`src/rtl/shared_reg_arbiter_pkg.sv`:
```
// Shared types and constants for the shared register write-port arbiter.
// Provides the FSM state enum, default sizes and the index-width helper.
package shared_reg_arbiter_pkg;

  localparam int DEF_WIDTH     = 12;
  localparam int DEF_NUM_CORES = 4;
  localparam int DEF_HOLD_MAX  = 8;

  typedef enum logic {
    IDLE = 1'b0,
    OWN  = 1'b1
  } arb_state_t;

  // Width of an index into n items, never below one bit.
  function automatic int idw(input int n);
    return (n <= 1) ? 1 : $clog2(n);
  endfunction

endpackage

```
`src/rtl/shared_reg_arbiter_rr_picker.sv`:
```
// Combinational round-robin search: first set req bit at or above rrPtr.
// Ports: req, rrPtr in; winner index and anyReq out.
module rr_picker
  import shared_reg_arbiter_pkg::*;
#(
  parameter int NUM_CORES = DEF_NUM_CORES,
  parameter int IW        = idw(DEF_NUM_CORES)
) (
  input  logic [NUM_CORES-1:0] req,
  input  logic [IW-1:0]        rrPtr,
  output logic [IW-1:0]        winner,
  output logic                 anyReq
);

  logic [2*NUM_CORES-1:0] dbl;
  logic [NUM_CORES-1:0]   rot;
  logic [IW:0]            sum;

  // Rotate so that bit 0 of rot is core rrPtr; then the lowest
  // set bit of rot is the winner. Downward loop: lowest i wins.
  always_comb begin
    dbl    = {req, req} >> rrPtr;
    rot    = dbl[NUM_CORES-1:0];
    winner = '0;
    anyReq = 1'b0;
    sum    = '0;
    for (int i = NUM_CORES - 1; i >= 0; i--) begin
      if (rot[i]) begin
        anyReq = 1'b1;
        sum    = {1'b0, rrPtr} + (IW+1)'(i);
        if (sum >= (IW+1)'(NUM_CORES))
          sum = sum - (IW+1)'(NUM_CORES);
        winner = sum[IW-1:0];
      end
    end
  end

endmodule

```
`src/rtl/shared_reg_arbiter.sv`:
```
// Round-robin owner arbiter for one shared register write port.
// Ports: clock, rst(n), req/writeEn/dataIn in; grant, ownerId, busy, regWriteEn, regDataIn out.
module shared_reg_arbiter
  import shared_reg_arbiter_pkg::*;
#(
  parameter int WIDTH     = DEF_WIDTH,
  parameter int NUM_CORES = DEF_NUM_CORES,
  parameter int HOLD_MAX  = DEF_HOLD_MAX
) (
  input  logic                       clock,
  input  logic                       rst,
  input  logic [NUM_CORES-1:0]       req,
  input  logic [NUM_CORES-1:0]       writeEn,
  input  logic [NUM_CORES*WIDTH-1:0] dataIn,
  output logic [NUM_CORES-1:0]       grant,
  output logic [idw(NUM_CORES)-1:0]  ownerId,
  output logic                       busy,
  output logic                       regWriteEn,
  output logic [WIDTH-1:0]           regDataIn
);

  localparam int IW = idw(NUM_CORES);
  localparam int HW = idw(HOLD_MAX);
  localparam logic [HW-1:0] HOLD_LAST = HW'(HOLD_MAX - 1);
  localparam logic [IW-1:0] LAST_ID   = IW'(NUM_CORES - 1);

  arb_state_t           state, state_n;
  logic [NUM_CORES-1:0] grant_n;
  logic [IW-1:0]        owner_n;
  logic                 busy_n;
  logic                 wen_n;
  logic [WIDTH-1:0]     data_n;
  logic [IW-1:0]        ptr, ptr_n;
  logic [HW-1:0]        hold, hold_n;

  logic [IW-1:0]        win;
  logic                 any;
  logic [WIDTH-1:0]     din [NUM_CORES];

  for (genvar i = 0; i < NUM_CORES; i++) begin : g_din
    assign din[i] = dataIn[i*WIDTH +: WIDTH];
  end

  rr_picker #(
    .NUM_CORES (NUM_CORES),
    .IW        (IW)
  ) u_pick (
    .req    (req),
    .rrPtr  (ptr),
    .winner (win),
    .anyReq (any)
  );

  always_comb begin
    state_n = state;
    grant_n = grant;
    owner_n = ownerId;
    busy_n  = busy;
    wen_n   = 1'b0;
    data_n  = regDataIn;
    ptr_n   = ptr;
    hold_n  = hold;
    unique case (state)
      IDLE: begin
        if (any) begin
          state_n      = OWN;
          grant_n      = '0;
          grant_n[win] = 1'b1;
          owner_n      = win;
          busy_n       = 1'b1;
          hold_n       = '0;
        end
      end
      OWN: begin
        // Write is still taken on the expiry cycle; a dropped
        // req blocks the owner's write in the same cycle.
        wen_n = writeEn[ownerId] & req[ownerId];
        if (wen_n)
          data_n = din[ownerId];
        if (!req[ownerId] || hold == HOLD_LAST) begin
          state_n = IDLE;
          grant_n = '0;
          busy_n  = 1'b0;
          ptr_n   = (ownerId == LAST_ID) ? '0
                                         : ownerId + 1'b1;
        end else begin
          hold_n = hold + 1'b1;
        end
      end
    endcase
  end

  always_ff @(posedge clock) begin
    if (!rst) begin
      state      <= IDLE;
      grant      <= '0;
      ownerId    <= '0;
      busy       <= 1'b0;
      regWriteEn <= 1'b0;
      regDataIn  <= '0;
      ptr        <= '0;
      hold       <= '0;
    end else begin
      state      <= state_n;
      grant      <= grant_n;
      ownerId    <= owner_n;
      busy       <= busy_n;
      regWriteEn <= wen_n;
      regDataIn  <= data_n;
      ptr        <= ptr_n;
      hold       <= hold_n;
    end
  end

endmodule

```
`config.mk`:
```
export PLATFORM = sky130hd
export DESIGN_NAME = shared_reg_arbiter
export DESIGN_NICKNAME = d
export VERILOG_FILES = /design/src/rtl/shared_reg_arbiter_pkg.sv /design/src/rtl/shared_reg_arbiter_rr_picker.sv /design/src/rtl/shared_reg_arbiter.sv
export SDC_FILE = /design/constraint.sdc
export NUM_CORES = 1
export LEC_CHECK = 0
export ABC_CLOCK_PERIOD_IN_PS = 2300
export CORE_ASPECT_RATIO = 0.6
export CORE_MARGIN = 8
export CORE_UTILIZATION = 40
export DETAILED_ROUTE_END_ITERATION = 7
export PLACE_DENSITY = 0.86
export SLEW_MARGIN = 10
export SYNTH_ARGS = -nofsm -noshare
export SYNTH_HDL_FRONTEND = slang
export SYNTH_SLANG_ARGS = --single-unit
```
`constraint.sdc`:
```
create_clock -name clock -period 2.3 [get_ports clock]
set_clock_uncertainty 0.1 [all_clocks]
set_input_delay 0.345 -clock clock [delete_from_list [all_inputs] [get_ports clock]]
set_output_delay 0.345 -clock clock [all_outputs]
set_load 0.01 [all_outputs]
```
==> flow_summary.yaml, run 1 <==
job:
  drv_cap: 0
floorplan:
  die_y_um: 63.8
  placementRows: 17
  initial_core_util: 0.417
  coreArea_sq_um: 3660
  fp.dieW_um: 95.7
  dieArea_sq_um: 6110
  io_pins: 78
global_route:
  grt_start_max_net_pins: 23
  grt_pass1_wl_um: 6900
  antenna_found_initial: 0
  overflow: 0
  first_global_vias: 1412
  grtUsageTotal: 0.138
min_path:
  worstHoldPathType: "reg -> reg"
  min_to: "regDataIn[8]$_SDFFE_PN0P_"
  worstHoldStart: "regDataIn[8]$_SDFFE_PN0P_"
  whs_path_depth: 2
clocking:
  cts_tree: "built"
  clk_path_buf_depth: 2
  root_buffer: "clkbuf_8"
  clock_latency_ns: 0.26
  clk_pin_slew_ns: 0.08
  cts_resized: 0
  cts_setup_buffers: 0
  hold_buffers: 0
  cts.sinks: 26
  numCtsBuffers: 3
  ctsHtreeMaxLevel: 1
worst_setup_path:
  crit_type: "reg -> out"
  timing.rr.end: "regDataIn[6]$_SDFFE_PN0P_"
  cp-start-kind: "flop"
  cp_max_fo: 9
  cp_num_buf_inv: 1
  critPathRequiredTime_ns: 1.86
  crit_chain: "clkdlybuf4s50_1"
  worst_setup_path_end_kind: "output port"
  cp_slowest_cell: "dfxtp_1"
  max_stage_delay_ns: 0.69
  r2r_start: "ownerId[0]$_SDFFE_PN0P_"
  rrSetupSlack_ns: 0.49
  path_delay_family: "flip-flops"
  arrival_ns: 1.61
  ff2ff_path_depth: 4
pwr:
  power_density_nw_per_um2: 463
  ir_drop_uv: 307
  clkPwrFrac: 0.223
  pwr-share-seq: 0.457
  sw_frac_of_total: 0.259
  comb_power_share: 0.321
  p_leak_nw: 0.940
  p_sw_mw: 0.285
  p_int_mw: 0.817
routing:
  drtPass1Iterations: 4
  wirelength_um: 4370
  routedWlPerCell_um: 16.1
  drc: 0
  dr_total_vias: 1426
  vias_per_cell: 5.26
  postRouteAntennaNets: 0
  first_iter_violations: 48
yosys:
  synth_cells: 148
  avgSynthCellArea_sq_um: 10.3
  netlist-cell-type-count: 32
  synthTopCellsByArea: "dfxtp_1, mux4_2, mux2i_1"
  synth_top_area_frac: 0.341
  yosysWarnings: 0
  syn_nets: 209
  syn_area_sq_um: 1530
  yosys_register_bits: 26
  synth_top_cell_by_area: "dfxtp_1"
  ys_seq_area_frac: 0.341
sta:
  final.setup.tns_ns: 0
  fmax_ghz: 0.487
  period_needed_ns: 2.06
  timing.hold.ws_ns: 0.361
  period_share: 0.894
  relSlewSlack: 0.613
  worstMarginPinSlew_ns: 0.580
  rsz0062_at_grt: "false"
  final-max-slew-violation-count: 0
  hold_viol: 0
  setup_viol: 0
layout:
  diodes: 0
  layout.nets: 287
  layout_common_cells: "clkdlybuf4s50_1, nand2_1, dfxtp_1"
  drive_gt1_frac: 0.138
  area_growth_pct: 56.0
  final_common_cell: "clkdlybuf4s50_1"
placement:
  gp_congestion: 0.848
  port-buffer-count: 77
  place_hpwl_um: 3600
status:
  run_status: "finished clean"
[power by group through the flow]
| stage | registers, mW | logic (mW) | clock network (mW) |
|---|---|---|---|
| floorplan | 0.515 | 0.175 | 0 |
| global placement | 0.514 | 0.352 | 0 |
| detailed placement | 0.514 | 0.354 | 0 |
| CTS | 0.504 | 0.356 | 0.254 |
| global route | 0.509 | 0.382 | 0.269 |
| finish | 0.503 | 0.353 | 0.246 |
[kinds of logic (layout without fill, tap and decap cells)]
| logic type | Yosys count | after routing | share of synthesized area |
|---|---|---|---|
| simple gates | 54 | 54 | 0.164 |
| compound gates | 22 | 22 | 0.116 |
| buf+inv | 13 | 89 | 0.0582 |
| fa+ha+maj | 3 | 3 | 0.0246 |
| flops | 26 | 26 | 0.341 |
| mux | 30 | 30 | 0.295 |
[how the worst max path moves through the flow]
stage,cells after the start,slack [ns],start,end
after floorplan,6,0.68,hold[0]$_SDFFE_PN0P_,grant[0]$_SDFFE_PN0P_
after global placement,5,0.29,req[2],grant[1]$_SDFFE_PN0P_
after detailed placement,5,0.22,req[2],grant[1]$_SDFFE_PN0P_
after CTS,1,0.18,ownerId[0]$_SDFFE_PN0P_,ownerId[0]
after global routing,1,0.13,ownerId[0]$_SDFFE_PN0P_,ownerId[0]
final,1,0.24,ownerId[0]$_SDFFE_PN0P_,ownerId[0]
[metal layers]
layer | global-route usage | share of wire | wire, um | vias to the layer above
li1 | - | - | - | 701
met1 | 0.175 | 0.44 | 1930 | 674
met2 | 0.221 | 0.44 | 1930 | 51
met3 | 0.0524 | 0.12 | 514 | 0
met4 | 0.0210 | 0 | 0 | 0
met5 | 0 | 0 | 0 | -
[synth_stat cells, drive strengths merged]
master and number:
and3 1, nand2b 2, o211ai 2, a21oi 6, nor2 5, nand2 33, clkbuf 4, nor3b 1
mux4 12, dfxtp 26, o22ai 2, inv 2, nor3 1, o221ai 2, o41ai 1, or2 2
a32o 4, nand3 7, or3 1, o2bb2ai 1, mux2i 18, o21a 1, nor4 1, o22a 1
buf 7, ha 3, o21ai 2
[state kept, by name (all words and copies together), names as in the netlist]
signal      cells
state           1
grant           4
ownerId         2
busy            1
hold            3
regWriteEn      1
ptr             2
regDataIn      12
[metrics by stage]
step	worst slack, ns	util	instances	power, mW	area (sq um)
floorplan	0.676	-	148	0.690	1530
CTS	0.177	0.650	271	1.11	2380
finish	0.245	0.650	271	1.10	2380
global placement	0.289	0.639	268	0.866	2340
detailed placement	0.222	0.639	268	0.869	2340
global route	0.127	0.650	271	1.16	2380
[area by class of cell]
class,instances,area (sq um)
Tap cell,47,58.8
Sequential cell,26,520
Clock buffer,3,41.3
Fill cell,307,1280
Inverter,2,7.51
Timing Repair Buffer,84,836
Multi-Input combinational cell,109,916
Power figures use the tool's default switching activity.
==> run 2: changes to the inputs <==
Settings changed: GPL_TIMING_DRIVEN set to 0, MAX_ROUTING_LAYER set to met4.
==> run 2 against run 1 <==
Non-clock buffer count is 3 higher. Routed wire length is 13% higher. Sequential share of layout area is 0.33 points lower. Clock-buffer cell count stayed put. Clock power is 53% higher. Via count is 5.5% higher. Critical path depth is 5 higher. Power is 13% higher. Flip-flop and latch count stayed put. Utilization is 0.99 points higher. Critical path type is now in -> reg. First-iteration DRC count stayed put. Worst setup slack better by 0.22 ns.
==> flow_summary.yaml, run 2 (synthesis results as in run 1) <==
status:
  run_status: "finished clean"
worst_setup_path:
  cp_max_fo: 7
  worst_setup_path_end_kind: "flop"
  timing.rr.end: "grant[2]$_SDFFE_PN0P_"
  crit_type: "in -> reg"
  critPathRequiredTime_ns: 2.37
  ff2ff_path_depth: 6
  r2r_start: "hold[0]$_SDFFE_PN0P_"
  worstSetupEndpoint: "grant[1]$_SDFFE_PN0P_"
  arrival_ns: 1.91
  rrSetupSlack_ns: 0.46
  cp-start-kind: "input port"
  crit_start: "req[3]"
global_route:
  grtUsageTotal: 0.162
  grt_pass1_wl_um: 7760
  first_global_vias: 1559
  antenna_found_initial: 0
  grt_start_max_net_pins: 16
  overflow: 0
clocking:
  hold_buffers: 0
  ctsHtreeMaxLevel: 1
  numCtsBuffers: 3
  cts.sinks: 26
  clk_pin_slew_ns: 0.09
  cts_setup_buffers: 0
  cts_tree: "built"
  cts_resized: 0
  clk_path_buf_depth: 2
  clock_latency_ns: 0.27
  root_buffer: "clkbuf_8"
layout:
  num-fill-cells: 287
  diodes: 0
  top_regs: "regDataIn (12), grant (4), hold (3)"
  finalInstanceArea_sq_um: 2420
  layout.nets: 290
  area_growth_pct: 58.4
  layout_common_cells: "clkdlybuf4s50_1, nand2_1, dfxtp_1"
  final_common_cell: "clkdlybuf4s50_1"
  drive_gt1_frac: 0.140
  largest_register_ffs: 12
  largest-register: "regDataIn"
pwr:
  p_sw_mw: 0.310
  comb_power_share: 0.297
  p_leak_nw: 0.958
  ir_drop_uv: 516
  pwr-share-seq: 0.400
  power_density_nw_per_um2: 514
  clkPwrFrac: 0.303
  p_total_mw: 1.24
  sw_frac_of_total: 0.249
  p_int_mw: 0.933
placement:
  dpl_cell_area_sq_um: 2340
  gp_congestion: 0.794
  port-buffer-count: 76
  place_hpwl_um: 3830
sta:
  fmax_ghz: 0.544
  hold_viol: 0
  period_share: 0.799
  final.setup.tns_ns: 0
  worstMarginPinSlew_ns: 0.485
  setup_viol: 0
  relSlewSlack: 0.677
  rsz0062_at_grt: "false"
  final-max-slew-violation-count: 0
  period_needed_ns: 1.84
routing:
  drc: 0
  wirelength_um: 4930
  vias_per_cell: 5.47
  dr_total_vias: 1504
  routedWlPerCell_um: 17.9
  first_iter_violations: 48
  drtPass1Iterations: 4
  postRouteAntennaNets: 0
floorplan:
  coreArea_sq_um: 3660
  placementRows: 17
  initial_core_util: 0.417
  die_y_um: 63.8
  fp.dieW_um: 95.7
  dieArea_sq_um: 6110
  io_pins: 78
min_path:
  worstHoldStart: "regDataIn[6]$_SDFFE_PN0P_"
  worstHoldPathType: "reg -> reg"
job:
  drv_cap: 0
==> run 2: changes by cell type in the layout (fill, tap and decap cells not counted), sizes merged <==
cell / delta
clkbuf: +4
clkdlybuf4s50: -1
bufinv: +1
==> run 2: how the worst min path moves through the flow <==
stage / end / slack, ns / cells after the start
CTS: regDataIn[5]$_SDFFE_PN0P_ / 0.37 / 2
finish: regDataIn[6]$_SDFFE_PN0P_ / 0.36 / 2
detailed placement: regDataIn[6]$_SDFFE_PN0P_ / 0.35 / 2
global placement: regDataIn[3]$_SDFFE_PN0P_ / 0.34 / 2
floorplan: hold[1]$_SDFFE_PN0P_ / 0.35 / 2
global route: regDataIn[9]$_SDFFE_PN0P_ / 0.40 / 2
==> run 2: area by class of cell <==
cell class	instances	area, sq um	share of cell area
Buffer	11	81.3	0.0337
Clock buffer	3	41.3	0.0171
Clock inverter	1	30.0	0.0124
Inverter	2	7.51	0.00311
Multi-Input combinational cell	109	916	0.379
Sequential cell	26	520	0.215
Tap cell	47	58.8	0.0243
Timing Repair Buffer	76	761	0.315
==> run 2: power by group through the flow <==
stage               Sequential (mW)  Clock [mW]  Combinational (mW)
floorplan                     0.515           0               0.175
global placement              0.506           0               0.361
detailed placement            0.507           0               0.367
CTS                           0.497       0.383               0.371
global route                  0.500       0.403               0.397
finish                        0.497       0.377               0.369
==> run 2: metrics by stage <==
step	setup WS (ns)	util	hold slack, ns	std cells
CTS	0.471	0.660	0.367	275
finish	0.463	0.660	0.364	275
global route	0.375	0.660	0.396	275
global placement	0.236	0.641	0.345	271
detailed placement	0.198	0.641	0.354	271
floorplan	0.676	-	0.353	148
==> run 2: worst max-delay path: stages <==
cell and delay (ns):
clkdlybuf4s50_1 0.55, nor4_2 0.34, or2_1 0.14, buf_2 0.18, nor2_2 0.08, a32o_2 0.27
==> run 2: metal layers <==
metal	wire (um)	vias up	share of wire	GRT usage
li1	-	705	-	-
met1	2100	723	0.43	0.197
met2	2180	70	0.44	0.256
met3	592	6	0.12	0.0559
met4	54	0	0.011	0.0324
met5	0	-	0	-
==> run 3: changes to the inputs <==
Settings changed: ABC_CLOCK_PERIOD_IN_PS 2300 to 1800.
Clock period 2.3 ns to 1.8 ns, I/O delays scaled along.
==> run 3 against run 2 <==
Combinational power grew 36%. Global-route usage grew 0.10 points. Register-to-register slack got worse by 0.41 ns. First-iteration DRC count increased by 6.3%. Worst setup slack worse by 0.41 ns. Critical path type is now reg -> reg. Largest cell class unchanged.
==> flow_summary.yaml, run 3 (synthesis results as in run 1) <==
status:
  run_status: "finished clean"
worst_setup_path:
  arrival_ns: 1.87
  ff2ff_path_depth: 6
  path_delay_family: "simple AND/OR/NAND/NOR gates"
  cp-start-kind: "flop"
  crit_chain: "ha_1 -> ha_2 -> or2_4 -> o221ai_4 -> and3_4 -> a32o_1"
  worst_setup_path_end_kind: "flop"
  crit_type: "reg -> reg"
  critPathRequiredTime_ns: 1.92
  max_stage_delay_ns: 0.34
  cp_slowest_cell: "dfxtp_2"
  cp.depth: 6
  cp_max_fo: 5
  cp_num_buf_inv: 0
floorplan:
  die_y_um: 63.8
  placementRows: 17
  io_pins: 78
  coreArea_sq_um: 3660
  dieArea_sq_um: 6110
  initial_core_util: 0.417
  fp.dieW_um: 95.7
routing:
  drtPass1Iterations: 4
  wirelength_um: 5080
  drc: 0
  routedWlPerCell_um: 18.1
  postRouteAntennaNets: 0
  dr_total_vias: 1543
  first_iter_violations: 51
  vias_per_cell: 5.51
clocking:
  clock_latency_ns: 0.27
  clk_pin_slew_ns: 0.09
  cts.sinks: 26
  numCtsBuffers: 3
  clk_path_buf_depth: 2
  ctsHtreeMaxLevel: 1
  root_buffer: "clkbuf_8"
  cts_tree: "built"
sta:
  hold_viol: 0
  relSlewSlack: 0.672
  final.setup.tns_ns: 0
  worst_slack_ns: 0.0535
  period_share: 0.970
  setup_viol: 0
  final-max-slew-violation-count: 0
  fmax_ghz: 0.573
  period_needed_ns: 1.75
  worstMarginPinSlew_ns: 0.491
pwr:
  power_density_nw_per_um2: 649
  p_leak_nw: 1.02
  ir_drop_uv: 671
layout:
  largest_register_ffs: 12
  layout.nets: 295
  drive_gt1_frac: 0.176
  final_cell_count_no_fill: 280
  num-fill-cells: 275
  top_regs: "regDataIn (12), grant (4), hold (3)"
  diodes: 0
  largest-register: "regDataIn"
  final_common_cell: "clkdlybuf4s50_1"
  final_core_util: 0.685
  area_growth_pct: 64.4
  layout_common_cells: "clkdlybuf4s50_1, nand2_1, dfxtp_1"
min_path:
  whs_path_depth: 3
  worstHoldPathType: "in -> reg"
global_route:
  overflow: 0
  first_global_vias: 1556
  grt_pass1_wl_um: 7800
  antenna_found_initial: 0
  grt_start_max_net_pins: 16
  grtUsageTotal: 0.163
placement:
  gp_congestion: 0.794
  placedCellCount: 271
  place_hpwl_um: 3830
  port-buffer-count: 76
  place_ws_ns: -0.227
job:
  drv_cap: 0
[run 3: cell count changes in the layout (fill, tap and decap cells not counted), sizes merged]
cell           previous run  this run
buf                       7        12
clkdlybuf4s50            76        72
dlymetal6s2s              0         4
[run 3: cell type report]
cell class	count	area, sq um	share of cell area
clock inverters	1	30.0	0.0120
clock buffers	3	41.3	0.0165
flip-flops and latches	26	522	0.208
inverters	2	7.51	0.00299
plain buffers	11	85.1	0.0339
multi-input cells	109	955	0.381
repair buffers	81	808	0.322
well taps	47	58.8	0.0235
[run 3: timing repair]
item,CTS,global route
setup endpoints to repair,4,5
pin swaps,0,4
gates resized for setup,1,11
setup buffers,0,5
hold buffers,0,0
[run 3: per-layer routing]
layer	GRT usage	part of all wire	routed length [um]	vias up
li1	-	-	-	721
met1	0.201	0.43	2180	751
met2	0.254	0.45	2300	65
met5	-	0	0	-
met3	0.0559	0.11	542	6
met4	0.0324	0.011	54	0
[run 3: worst register-to-register path, cell delays in order (launching register included)]
cell and delay [ns]:
dfxtp_2 0.34, ha_1 0.20, ha_2 0.18, or2_4 0.25, o221ai_4 0.25, and3_4 0.26, a32o_1 0.12
[run 3: stage by stage]
| stage | hold WS, ns | power, mW | cell area (sq um) |
|---|---|---|---|
| finish | 0.318 | 1.63 | 2510 |
| global route | 0.330 | 1.69 | 2510 |
| floorplan | 0.353 | 0.881 | 1530 |
| detailed placement | 0.354 | 1.12 | 2340 |
| global placement | 0.345 | 1.11 | 2340 |
| CTS | 0.313 | 1.60 | 2430 |
[run 3: path summary, 6_finish.rpt]
check             slack [ns]                      start                         to
hold / removal          0.32                        rst       hold[0]$_SDFFE_PN0P_
setup reg to reg        0.05       hold[0]$_SDFFE_PN0P_      grant[2]$_SDFFE_PN0P_
setup / recovery        0.05       hold[0]$_SDFFE_PN0P_      grant[2]$_SDFFE_PN0P_
hold reg to reg         0.36  regDataIn[6]$_SDFFE_PN0P_  regDataIn[6]$_SDFFE_PN0P_
[run 3: power by group]
part           switching, mW  internal [mW]
Combinational          0.199          0.301
Sequential            0.0256          0.612
Clock                  0.193          0.298
Total                  0.418           1.21
